===== src/rtl/ubit_pkg.sv =====
// Shared types for the unary-to-binary decoder.
// Holds the FSM state type and the window length helper.
package ubit_pkg;

  typedef enum logic {
    IDLE = 1'b0,
    RUN  = 1'b1
  } state_t;

  function automatic int wlen(input int width);
    return 1 << (width - 1);
  endfunction

endpackage


===== src/rtl/ubit_window_ctr.sv =====
// Sample and window counters for the decoder.
// Flags the final valid sample of the final window.
module ubit_window_ctr
  import ubit_pkg::*;
#(
  parameter int WIDTH   = 8,
  parameter int NUM_WIN = 1
) (
  input  logic clk,
  input  logic rst,
  input  logic i_clr,
  input  logic i_en,
  input  logic i_vld,
  output logic o_last
);

  localparam int WLEN  = wlen(WIDTH);
  localparam int SMP_W = WIDTH - 1;
  localparam int WIN_W = (NUM_WIN > 1) ? $clog2(NUM_WIN) : 1;

  logic [SMP_W-1:0] r_smp;
  logic [WIN_W-1:0] r_win;
  logic             w_smp_last;
  logic             w_win_last;
  logic             w_step;

  assign w_smp_last = (r_smp == SMP_W'(WLEN - 1));
  assign w_win_last = (r_win == WIN_W'(NUM_WIN - 1));
  assign w_step     = i_en && i_vld;
  assign o_last     = w_step && w_smp_last && w_win_last;

  // Count valid samples; wrap into the next window at WLEN.
  always_ff @(posedge clk or posedge rst) begin
    if (rst) begin
      r_smp <= '0;
      r_win <= '0;
    end else if (i_clr) begin
      r_smp <= '0;
      r_win <= '0;
    end else if (w_step) begin
      if (w_smp_last) begin
        r_smp <= '0;
        r_win <= w_win_last ? '0 : r_win + 1'b1;
      end else begin
        r_smp <= r_smp + 1'b1;
      end
    end
  end

endmodule


===== src/rtl/ubit_decoder.sv =====
// Counts 1s in a unary product stream over NUM_WIN windows
// and hands the binary total out on a valid/ready port.
module ubit_decoder
  import ubit_pkg::*;
#(
  parameter int WIDTH   = 8,
  parameter int NUM_WIN = 1,
  parameter int ACC_W   = WIDTH + $clog2(NUM_WIN + 1)
) (
  input  logic             clk,
  input  logic             rst,
  input  logic             i_start,
  input  logic             i_abort,
  input  logic             i_bit_vld,
  input  logic             i_bit,
  output logic             o_busy,
  output logic             o_valid,
  input  logic             i_ready,
  output logic [ACC_W-1:0] o_data,
  output logic             o_overrun
);

  state_t           r_state;
  state_t           w_state_nxt;
  logic [ACC_W-1:0] r_acc;
  logic [ACC_W-1:0] w_acc_nxt;
  logic             w_run;
  logic             w_clr;
  logic             w_en;
  logic             w_last;
  logic             w_done;
  logic             w_accept;

  assign w_run     = (r_state == RUN);
  assign w_clr     = w_run ? i_abort : (i_start && !i_abort);
  assign w_en      = w_run && !i_abort;
  assign w_done    = w_last;
  assign w_accept  = o_valid && i_ready;
  assign w_acc_nxt = r_acc + ACC_W'(i_bit);
  assign o_busy    = w_run;

  ubit_window_ctr #(
    .WIDTH   (WIDTH),
    .NUM_WIN (NUM_WIN)
  ) u_ctr (
    .clk    (clk),
    .rst    (rst),
    .i_clr  (w_clr),
    .i_en   (w_en),
    .i_vld  (i_bit_vld),
    .o_last (w_last)
  );

  // State register.
  always_ff @(posedge clk or posedge rst) begin
    if (rst) r_state <= IDLE;
    else     r_state <= w_state_nxt;
  end

  // Next state: abort beats start and completion.
  always_comb begin
    w_state_nxt = r_state;
    unique case (r_state)
      IDLE: if (i_start && !i_abort) w_state_nxt = RUN;
      RUN:  if (i_abort || w_last)   w_state_nxt = IDLE;
      default: w_state_nxt = IDLE;
    endcase
  end

  // Ones accumulator, cleared on start and on abort.
  always_ff @(posedge clk or posedge rst) begin
    if (rst) begin
      r_acc <= '0;
    end else if (w_clr) begin
      r_acc <= '0;
    end else if (w_en && i_bit_vld) begin
      r_acc <= w_acc_nxt;
    end
  end

  // Result register with handshake and sticky overrun.
  always_ff @(posedge clk or posedge rst) begin
    if (rst) begin
      o_valid   <= 1'b0;
      o_data    <= '0;
      o_overrun <= 1'b0;
    end else if (w_done) begin
      o_valid <= 1'b1;
      o_data  <= w_acc_nxt;
      if (o_valid && !i_ready) o_overrun <= 1'b1;
    end else if (w_accept) begin
      o_valid <= 1'b0;
    end
  end

endmodule


===== config.mk =====
export PLATFORM = sky130hd
export DESIGN_NAME = ubit_decoder
export DESIGN_NICKNAME = d
export VERILOG_FILES = /design/src/rtl/ubit_pkg.sv /design/src/rtl/ubit_window_ctr.sv /design/src/rtl/ubit_decoder.sv
export SDC_FILE = /design/constraint.sdc
export NUM_CORES = 1
export LEC_CHECK = 0
export ABC_AREA = 0
export CAP_MARGIN = 20
export CELL_PAD_IN_SITES_DETAIL_PLACEMENT = 0
export CELL_PAD_IN_SITES_GLOBAL_PLACEMENT = 1
export CORE_MARGIN = 2
export CORE_UTILIZATION = 44
export DETAILED_ROUTE_END_ITERATION = 12
export GPL_TIMING_DRIVEN = 1
export PLACE_DENSITY = 0.85
export SLEW_MARGIN = 5
export SYNTH_ARGS = -nofsm -noshare
export SYNTH_HDL_FRONTEND = slang
export SYNTH_SLANG_ARGS = --single-unit

===== constraint.sdc =====
create_clock -name clk -period 3.4 [get_ports clk]
set_input_delay 1.02 -clock clk [delete_from_list [all_inputs] [get_ports clk]]
set_output_delay 1.02 -clock clk [all_outputs]
set_load 0.02 [all_outputs]

# --- Word-level counts from Yosys, hierarchy flattened ---
# Index checks and enable logic that the tools add are counted.
classes:
  addsub: 3
  eq_ne: 1
  muxes: 15
  bitwise: 2
  reduce_logical: 15
op_table:
  columns: ["operator", "count"]
  rows:
  - ["7-bit 2-to-1 mux", 3]
  - ["9-bit 2-to-1 mux", 2]
  - ["9-bit by 1-bit adder with 9-bit output", 1]
  - ["1-bit 2-to-1 mux", 9]
  - ["7-bit by 1-bit adder with 7-bit output (second input constant)", 1]
  - ["7-bit == test (second input constant)", 1]
  - ["1-bit logical AND", 7]
  - ["2-bit nonzero test", 3]
  - ["2-bit AND reduction", 2]
  - ["1-bit zero test", 2]
  - ["1-bit NOT", 2]
  - ["1-bit one-hot mux with 2 select lines", 1]
  - ["1-bit adder (second input constant)", 1]
  - ["1-bit logical OR", 1]
word_totals:
  regBits: 29
  input_bits: 7
  out_inout_bits: 12
  wordCells: 43

# --- Longest topological paths before layout ---
# Gate-level depths: netlist (run 1).
logic_depth:
  ltp_word: 8
  ltp_mapped: 7
  depth_no_buf: 6

# --- By module ---
# Synthesis (run 1) repeated with hierarchy kept, for this count alone.
hier_totals:
  hier_cells: 147
  hier_area_um2: 1417.6
modules_own_cells:
  columns: ["module", "instances", "cells_per_inst", "area_each_um2", "seq_area_each_um2"]
  rows:
  - ["ubit_decoder", 1, 103, 1037.2, 525.5]
  - ["ubit_window_ctr", 1, 44, 380.4, 175.2]

# --- Least setup slack after synthesis (run 1) ---
# No wires, ideal clock.
synth_timing:
  kind: "input-to-reg"
  start: "input i_bit"
  end: "register r_acc[8]"
  setup_time_ns: 0.121
  t_arrival_ns: 2.122
  t_required_ns: 3.279
  slack_ns: 1.157
  cell_stages: 6
  cell_sequence: "ha_1 -> ha_1 -> and3_1 -> buf_2 -> and3_1 -> a22o_1"
synth_between:
  elab_chain_len: 3
synth_rtl:
  columns: ["item", "line", "rtl"]
  rows:
  - ["start, declared", "ubit_decoder.sv:15", "input logic i_bit,"]
  - ["9-bit by 1-bit adder with 9-bit output", "ubit_decoder.sv:39", "assign w_acc_nxt = r_acc + ACC_W'(i_bit);"]
  - ["9-bit 2-to-1 mux", "ubit_decoder.sv:76", "end else if (w_en && i_bit_vld) begin"]
  - ["9-bit 2-to-1 mux", "ubit_decoder.sv:74", "end else if (w_clr) begin"]
  - ["end signal, assigned", "ubit_decoder.sv:77", "r_acc <= w_acc_nxt;"]
  - ["end, declared", "ubit_decoder.sv:25", "logic [ACC_W-1:0] r_acc;"]
# No other way between the ends. The select of a mux whose other input is x is not followed.
# A chain may end at the register's enable or synchronous reset.

# --- Worst setup path in the final report (run 1) ---
layout_timing:
  start: "register r_state, in the netlist o_busy"
  end: "output o_busy"
layout_lines:
  columns: ["item", "line", "rtl"]
  rows:
  - ["start, declared", "ubit_decoder.sv:23", "state_t r_state;"]
  - ["start signal, assigned", "ubit_decoder.sv:57", "else r_state <= w_state_nxt;"]
  - ["end, declared", "ubit_decoder.sv:16", "output logic o_busy,"]
# No word-level cell between the ends.

==> metrics.txt, run 1 <==
clk buf depth=2; Setup Slack @ Placement=611.5 ps; Post-synth top cells=28 x dfrtp_1, 19 x nand2_1, 12 x o21ai_0; clock sink count=28; RSZ-0062 raised after global routing=false; Min Clock Period, post-route=2474 ps; Hold Crit Class=reg -> reg; post-CTS setup buffers=0; Final TNS setup=0 ps; Initial Utilization=0.4566; All-Layer GR Usage=0.1687; routed wire length=2.586 mm; CP peak stage delay=640 ps; CP Launch Type=flip-flop; total number of cells along the worst setup path=1; placeable core region=3028 um^2; Finished Core Util=0.5384; Post-synth EDFFs=0; CP max-delay cell=clkdlybuf4s50_1; clk slew on worst S/H paths=150 ps; ys async rst share=1.000; number of DRC markers in iteration 0=34; Die W=60.06 um; die area=3607 um^2; placed standard-cell area=1594 um^2; Worst Path Buf+Inv=1; clk_skew=5.635 ps; Warnings, synthesis=0; family with the most delay on the worst path=buffers and inverters; die height=60.06 um; gr ovfl total=0; Synth cell types=35; post_cts resized=0; top post-synthesis cells by area=dfrtp_1 51%, nand2_1 5.2%, o21ai_0 4.3%, xnor2_1 3.2%, xor2_1 3.2%; Finished Cell Area=1630 um^2; Required @ worst endpoint=2380 ps; Relative slew margins=0.6288; area leader, netlist=dfrtp_1; Finished Layout Cells=202; status=completed; predominant post-synthesis flop cell=dfrtp_1; Netlist Area Pre-Place=1383 um^2; share of layout cells above drive strength 1=0.06962; placed cell count=198; Setup-failing EPs final=0; Avg Cell Area, Syn=9.876 um^2; hold_buf cts=0; Area Growth Syn to Fin=17.92%; syn_nets=150; vias in the first global route=1031; DRC viols=0; Cell Pwr Density=335.5 nW/um^2; worst r2r path cells=6; Seq/Total Area, Yosys=0.5068; hold path depth=1; WL per Instance=12.80 um; worst setup path class=reg -> out; Placer Congestion=0.8184; DR vias=1053; synthesis-stage register bit count=28; initial antenna violation count=0; Worst-Skew Late Latency=320 ps; TritonCTS buffer count=3; first-pass GRT wire length=4.650 mm; Period Utilization, post-route=0.7276; vias per cell=5.213; Final Max Slew Viols=0; final setup margin=926.3 ps; clk root buf=clkbuf_4; crit-path max FO=7; leakage power total=0.7402 nW; ANT cells=0; endpoint type of the worst setup path=output pin; pin count of the biggest net entering global routing=29; # IOs=19; final net count=169; Mapped Cells=140; CP arrival=1450 ps; Post-DRT Antenna Nets=0; CTS tree=built; count leader, synth=dfrtp_1; Synth top area share=0.5068; CTS H-tree depth=1; Max Clk Rate=404.3 MHz; Post-DP HPWL=1.902 mm; quantity of I/O buffers inserted on ports=18; worst vdd ir=0.0002496 V; Hold Vio Cnt, Final=0; # rows=20; drt pass-1 iters=4; Max-cap violations=0; Tightest Pin Transition=555.1 ps; crit-path cells=clkdlybuf4s50_1
==> worst reg2reg max path, stage by stage, from the launching register on <==
cell,delay (ps)
dfrtp_1,460
ha_1,210
and3_1,230
nand4_1,370
buf_4,330
nand2_1,70
o21ai_1,60
==> per-layer routing <==
metal	share of wire	GRT usage	up-vias
li1	-	-	525
met1	0.46	0.2256	508
met2	0.50	0.2826	18
met3	0.035	0.03896	2
met4	0.0050	0.02857	0
met5	0	0	-
==> path summary, 6_finish.rpt <==
check | start | endpoint | slack [ps]
max in group asynchronous | rst | u_ctr.r_smp[6]$_DFFE_PP0P_ | 2100
min reg2reg | o_overrun$_DFFE_PP0P_ | o_overrun$_DFFE_PP0P_ | 500
max | o_busy$_DFF_PP0_ | o_busy | 930
min | o_overrun$_DFFE_PP0P_ | o_overrun$_DFFE_PP0P_ | 500
min in group asynchronous | rst | u_ctr.r_smp[0]$_DFFE_PP0P_ | 1040
max reg2reg | u_ctr.r_smp[0]$_DFFE_PP0P_ | o_data[3]$_DFFE_PP0P_ | 1570
==> cell type report <==
| type | instances | area, um^2 |
|---|---|---|
| Fill cell | 291 | 1398 |
| Sequential cell | 28 | 700.7 |
| Multi-Input combinational cell | 102 | 624.3 |
| Timing Repair Buffer | 21 | 202.7 |
| Tap cell | 44 | 55.05 |
| Clock buffer | 4 | 36.28 |
| Inverter | 3 | 11.26 |
==> sequential cells by signal, indices dropped and copies added, names as in the netlist <==
register     cells
o_busy           1
o_data           9
o_overrun        1
o_valid          1
r_acc            9
u_ctr.r_smp      7
==> through the flow <==
stage	total power, W	hold WS [ps]
after floorplan	0.0003739	479.3
after global placement	0.0003923	464.5
after detailed placement	0.0003938	469.2
after CTS	0.0005557	506.2
after global routing	0.0005711	537.4
final	0.0005470	499.7
==> cells in the final DEF, fill, tap and decap left out, drive strengths merged <==
master	n
nand2	19
and3b	1
or2	1
and4	1
a31oi	3
buf	3
o211ai	1
a22o	2
xnor2	5
nand2b	2
a21o	1
clkbuf	4
and2	1
o31ai	2
xor2	5
nand3	6
o21bai	1
o21a	1
nand3b	1
a21oi	2
a41oi	1
nor3	1
mux2	2
ha	3
nor3b	1
clkdlybuf4s50	18
nor2	11
nand4	1
and3	5
inv	3
o21ai	20
dfrtp	28
o22ai	1
a311oi	1
==> power breakdown <==
part,leakage (nW),total (W),internal [W],switching (W)
clock network,0.0210,0.000160,0.0000655,0.0000947
logic,0.330,0.0000444,0.0000183,0.0000261
registers,0.389,0.000342,0.000337,0.00000520
==> cell families (layout without fill, tap and decap cells) <==
family / after synthesis / in the layout / synth area share
muxes: 2 / 2 / 0.02172
xor gates and xnor gates: 10 / 10 / 0.06335
AOI/OAI and AO/OA: 36 / 36 / 0.1602
adders and majority gates: 3 / 3 / 0.02715
DFF: 28 / 28 / 0.5068
buffers and inverters: 10 / 28 / 0.04163
and+or+nand+nor: 51 / 51 / 0.1792
Power figures use the tool's default switching activity.
==> run 2, diff against run 1 <==
--- a/config.mk
+++ b/config.mk
@@ -10,10 +10,10 @@
 export CELL_PAD_IN_SITES_DETAIL_PLACEMENT = 0
 export CELL_PAD_IN_SITES_GLOBAL_PLACEMENT = 1
 export CORE_MARGIN = 2
-export CORE_UTILIZATION = 44
+export CORE_UTILIZATION = 41
 export DETAILED_ROUTE_END_ITERATION = 12
 export GPL_TIMING_DRIVEN = 1
-export PLACE_DENSITY = 0.85
+export PLACE_DENSITY = 0.8
 export SLEW_MARGIN = 5
 export SYNTH_ARGS = -nofsm -noshare
 export SYNTH_HDL_FRONTEND = slang
==> constraint.sdc (replaced) <==
create_clock -name clk -period 2.55 [get_ports clk]
set_input_delay 0.765 -clock clk [delete_from_list [all_inputs] [get_ports clk]]
set_output_delay 0.765 -clock clk [all_outputs]
set_load 0.02 [all_outputs]
==> metrics.txt, run 2 (synthesized netlist as in run 1, its figures left out) <==
status=completed (unchanged); Worst Path Buf+Inv=1 (unchanged); Final TNS setup=0 ps (unchanged); CP max-delay cell=clkdlybuf4s50_1 (unchanged); post_cts resized=0 (unchanged); CTS tree=built (unchanged); Worst-Skew Late Latency=330 ps (was 320 ps); Required @ worst endpoint=1790 ps (was 2380 ps); family with the most delay on the worst path=buffers and inverters (unchanged); Cell Pwr Density=448.5 nW/um^2 (was 335.5 nW/um^2); clk slew on worst S/H paths=160 ps (was 150 ps); crit-path max FO=7 (unchanged); worst setup path class=reg -> out (unchanged); Hold Vio Cnt, Final=0 (unchanged); RSZ-0062 raised after global routing=false (unchanged); Initial Utilization=0.4210 (was 0.4566); initial antenna violation count=0 (unchanged); number of DRC markers in iteration 0=38 (was 34); Max Clk Rate=445.6 MHz; Largest regs=o_data x9, r_acc x9, u_ctr.r_smp x7 (unchanged); Post-DRT Antenna Nets=0 (unchanged); Design Power=0.0007425 W (was 0.0005470 W); final setup margin=305.8 ps (was 926.3 ps); Final Max Slew Viols=0 (unchanged); Relative slew margins=0.7621 (was 0.6288); endpoint type of the worst setup path=output pin (unchanged); Die W=62.07 um (was 60.06 um); DRC viols=0 (unchanged); Finished Layout Cells=207 (was 202); clock sink count=28 (unchanged); CP arrival=1480 ps (was 1450 ps); Min Clock Period, post-route=2244 ps; most frequent cells in the layout=28 x dfrtp_1, 19 x nand2_1, 18 x clkdlybuf4s50_1 (unchanged); die height=62.07 um (was 60.06 um); drt pass-1 iters=4 (unchanged); pin count of the biggest net entering global routing=29 (unchanged); vias in the first global route=978 (was 1031); clk buf depth=2 (unchanged); clk root buf=clkbuf_4 (unchanged); Setup-failing EPs final=0 (unchanged); post-CTS setup buffers=0 (unchanged); placeable core region=3284 um^2 (was 3028 um^2); CP peak stage delay=650 ps (was 640 ps); CP Launch Type=flip-flop (unchanged); Post-DP HPWL=1.996 mm (was 1.902 mm); share of layout cells above drive strength 1=0.08696 (was 0.06962); Placer Congestion=0.7970 (was 0.8184); Max-cap violations=0 (unchanged); crit-path cells=clkdlybuf4s50_1 (unchanged); ANT cells=0 (unchanged); clk_skew=9.597 ps (was 5.635 ps); Tightest Pin Transition=355.5 ps (was 555.1 ps); worst vdd ir=0.0002230 V (was 0.0002496 V); placed cell count=203 (was 198); Setup Slack @ Placement=68.18 ps (was 611.5 ps); Area Growth Syn to Fin=19.73% (was 17.92%); first-pass GRT wire length=4.567 mm (was 4.650 mm); DR vias=1065 (was 1053); die area=3853 um^2 (was 3607 um^2); routed wire length=2.771 mm (was 2.586 mm); gr ovfl total=0 (unchanged); quantity of I/O buffers inserted on ports=18 (unchanged); All-Layer GR Usage=0.1655 (was 0.1687); Hold Crit Class=reg -> reg (unchanged); leakage power total=0.7542 nW (was 0.7402 nW); # rows=21 (was 20); CTS H-tree depth=1 (unchanged); final net count=172 (was 169); hold_buf cts=0 (unchanged); TritonCTS buffer count=3 (unchanged); WL per Instance=13.39 um (was 12.80 um); vias per cell=5.145 (was 5.213); Period Utilization, post-route=0.8801; leading cell type in the layout, fill and taps excluded=dfrtp_1 (unchanged); # IOs=19 (unchanged)
[run 2: changes by cell type in the layout (fill, tap and decap cells not counted), sizes merged]
cell	before	now
buf	3	6
[run 2: report_power, final]
group	leakage [nW]	internal [W]	switching [W]
registers	0.389	0.000450	0.00000684
logic	0.344	0.0000255	0.0000353
clock network	0.0210	0.0000875	0.000138
total	0.754	0.000563	0.000180
[run 2: final cells by class]
cell class / instances / area [um^2]
fillers: 319 / 1629
repair buffers: 24 / 225.2
clock buffers: 4 / 36.28
inverters: 3 / 11.26
flip-flops and latches: 28 / 700.7
multi-input cells: 102 / 624.3
well taps: 46 / 57.56
[run 2: metal layers]
layer	global-route usage	routed length [um]	vias to the layer above
li1	-	-	532
met2	0.2679	1312	17
met4	0.05471	27	0
met5	0	0	-
met1	0.2272	1359	512
met3	0.02484	72	4
[run 2: path summary, 6_finish.rpt]
path,startpoint,endpoint,slack (ps),cells after the start
worst max-delay path,o_busy$_DFF_PP0_,o_busy,310,1
worst max register to register,u_ctr.r_smp[0]$_DFFE_PP0P_,u_ctr.r_smp[5]$_DFFE_PP0P_,790,6
max in group asynchronous,rst,u_ctr.r_smp[1]$_DFFE_PP0P_,1500,3
min in group asynchronous,rst,o_data[4]$_DFFE_PP0P_,780,3
worst min-delay path,o_data[8]$_DFFE_PP0P_,o_data[8]$_DFFE_PP0P_,500,2
worst min register to register,o_data[8]$_DFFE_PP0P_,o_data[8]$_DFFE_PP0P_,500,2
[run 2: stage by stage]
stage	instance area [um^2]	hold WS [ps]	utilization
2_1_floorplan	1383	479.3	-
3_3_place_gp	1619	462.8	0.4930
3_5_place_dp	1619	470.6	0.4930
4_1_cts	1655	507.2	0.5040
5_1_grt	1655	541.8	0.5040
6_report	1655	502.8	0.5040
==> run 3, diff against run 2 <==
--- a/config.mk
+++ b/config.mk
@@ -9,6 +9,7 @@
 export CAP_MARGIN = 20
 export CELL_PAD_IN_SITES_DETAIL_PLACEMENT = 0
 export CELL_PAD_IN_SITES_GLOBAL_PLACEMENT = 1
+export CORE_ASPECT_RATIO = 1.4
 export CORE_MARGIN = 2
 export CORE_UTILIZATION = 41
 export DETAILED_ROUTE_END_ITERATION = 12
==> metrics.txt, run 3 (synthesized netlist as in run 1, its figures left out) <==
clock sink count=28 (unchanged); Max-cap violations=0 (unchanged); pin count of the biggest net entering global routing=29 (unchanged); drt pass-1 iters=4 (unchanged); worst vdd ir=0.0002664 V (was 0.0002230 V); Required @ worst endpoint=1790 ps (about the same); DR vias=1065 (unchanged); WL per Instance=13.45 um (was 13.39 um); Post-DRT Antenna Nets=0 (unchanged); Die W=53.08 um (was 62.07 um); gr ovfl total=0 (unchanged); endpoint type of the worst setup path=output pin (unchanged); # rows=24 (was 21); TritonCTS buffer count=3 (unchanged); Period Utilization, post-route=0.8438 (was 0.8801); clk slew on worst S/H paths=100 ps (was 160 ps); most frequent cells in the layout=28 x dfrtp_1, 19 x nand2_1, 18 x clkdlybuf4s50_1 (unchanged); share of layout cells above drive strength 1=0.08696 (unchanged); worst setup path class=reg -> out (unchanged); routed wire length=2.689 mm (was 2.771 mm); Tightest Pin Transition=397.5 ps (was 355.5 ps); CP peak stage delay=650 ps (about the same); Final TNS setup=0 ps (unchanged); leading cell type in the layout, fill and taps excluded=dfrtp_1 (unchanged); Finished Cell Area=1682 um^2 (was 1655 um^2); crit-path cells=clkdlybuf4s50_1 (unchanged); leakage power total=0.7689 nW (was 0.7542 nW); Largest regs=o_data x9, r_acc x9, u_ctr.r_smp x7 (unchanged); final net count=172 (unchanged); die area=3859 um^2 (was 3853 um^2); Relative slew margins=0.7340 (was 0.7621); placed standard-cell area=1610 um^2 (was 1619 um^2); All-Layer GR Usage=0.1587 (was 0.1655); ANT cells=0 (unchanged); vias in the first global route=1008 (was 978); CP arrival=1390 ps (was 1480 ps); CP Launch Type=flip-flop (unchanged); initial antenna violation count=0 (unchanged); Post-DP HPWL=1.941 mm (was 1.996 mm); Initial Utilization=0.4344 (was 0.4210); Final Max Slew Viols=0 (unchanged); Worst-Skew Late Latency=270 ps (was 330 ps); Min Clock Period, post-route=2152 ps (was 2244 ps); Max Clk Rate=464.8 MHz (was 445.6 MHz); Area Growth Syn to Fin=21.63% (was 19.73%); post_cts resized=0 (unchanged); first-pass GRT wire length=4.526 mm (was 4.567 mm); DRC viols=0 (unchanged); # IOs=19 (unchanged); clk buf depth=2 (unchanged); RSZ-0062 raised after global routing=false (unchanged); Setup-failing EPs final=0 (unchanged); clk root buf=clkbuf_8 (was clkbuf_4); CP max-delay cell=clkdlybuf4s50_1 (unchanged); vias per cell=5.325 (was 5.145); Hold Crit Class=reg -> reg (unchanged); CTS tree=built (unchanged); Hold Vio Cnt, Final=0 (unchanged); Placer Congestion=0.8405 (was 0.7970); hold_buf cts=0 (unchanged); die height=72.71 um (was 62.07 um); family with the most delay on the worst path=buffers and inverters (unchanged); post-CTS setup buffers=0 (unchanged); Cell Pwr Density=515.1 nW/um^2 (was 448.5 nW/um^2); placeable core region=3183 um^2 (was 3284 um^2); clk_skew=7.043 ps (was 9.597 ps); number of DRC markers in iteration 0=20 (was 38); crit-path max FO=7 (unchanged); quantity of I/O buffers inserted on ports=18 (unchanged); CTS H-tree depth=1 (unchanged); Worst Path Buf+Inv=1 (unchanged); status=completed (unchanged)
-- run 3: cell count changes in the layout (fill, tap and decap cells not counted) --
| cell | delta |
|---|---|
| clkbuf_8 | +2 |
| clkbuf_4 | -3 |
| bufinv_16 | +1 |
-- run 3: routing by layer --
layer,global-route usage,vias up,part of all wire
li1,-,527,-
met1,0.1867,514,0.42
met2,0.2833,18,0.52
met3,0.01230,6,0.028
met4,0.07692,0,0.023
met5,0,-,0
-- run 3: stage by stage --
stage | hold slack [ps] | power (W) | instances | setup WS [ps] | utilization
6_report | 490.5 | 0.0008662 | 200 | 398.4 | 0.5283
5_1_grt | 531.7 | 0.0009048 | 200 | 304.2 | 0.5283
4_1_cts | 498.5 | 0.0008786 | 200 | 388.4 | 0.5283
3_5_place_dp | 474.4 | 0.0005260 | 196 | 113.3 | 0.5059
3_3_place_gp | 460.5 | 0.0005243 | 196 | 143.2 | 0.5059
2_1_floorplan | 479.3 | 0.0004986 | 140 | 561.9 | -
-- run 3: layout make-up --
| cell class | instances | area, um^2 |
|---|---|---|
| Clock buffer | 3 | 41.29 |
| Clock inverter | 1 | 30.03 |
| Fill cell | 301 | 1501 |
| Inverter | 3 | 11.26 |
| Multi-Input combinational cell | 102 | 624.3 |
| Sequential cell | 28 | 700.7 |
| Tap cell | 39 | 48.80 |
| Timing Repair Buffer | 24 | 225.2 |
-- run 3: path summary, 6_finish.rpt --
check                           slack (ps)                    endpoint  cells past startpoint                        from
worst max-delay path                   400                      o_busy                      1            o_busy$_DFF_PP0_
worst min-delay path                   490       o_data[3]$_DFFE_PP0P_                      2       o_data[3]$_DFFE_PP0P_
worst max register to register         810  u_ctr.r_smp[5]$_DFFE_PP0P_                      6  u_ctr.r_smp[0]$_DFFE_PP0P_
worst min register to register         490       o_data[3]$_DFFE_PP0P_                      2       o_data[3]$_DFFE_PP0P_
max in group asynchronous             1440  u_ctr.r_smp[4]$_DFFE_PP0P_                      3                         rst
min in group asynchronous              840       o_data[2]$_DFFE_PP0P_                      3                         rst
-- run 3: report_power, final --
part | leakage (nW) | switching (W) | total (W) | internal (W)
Combinational | 0.344 | 0.0000352 | 0.0000608 | 0.0000256
Sequential | 0.389 | 0.00000694 | 0.000456 | 0.000449
Clock | 0.0357 | 0.000139 | 0.000349 | 0.000210
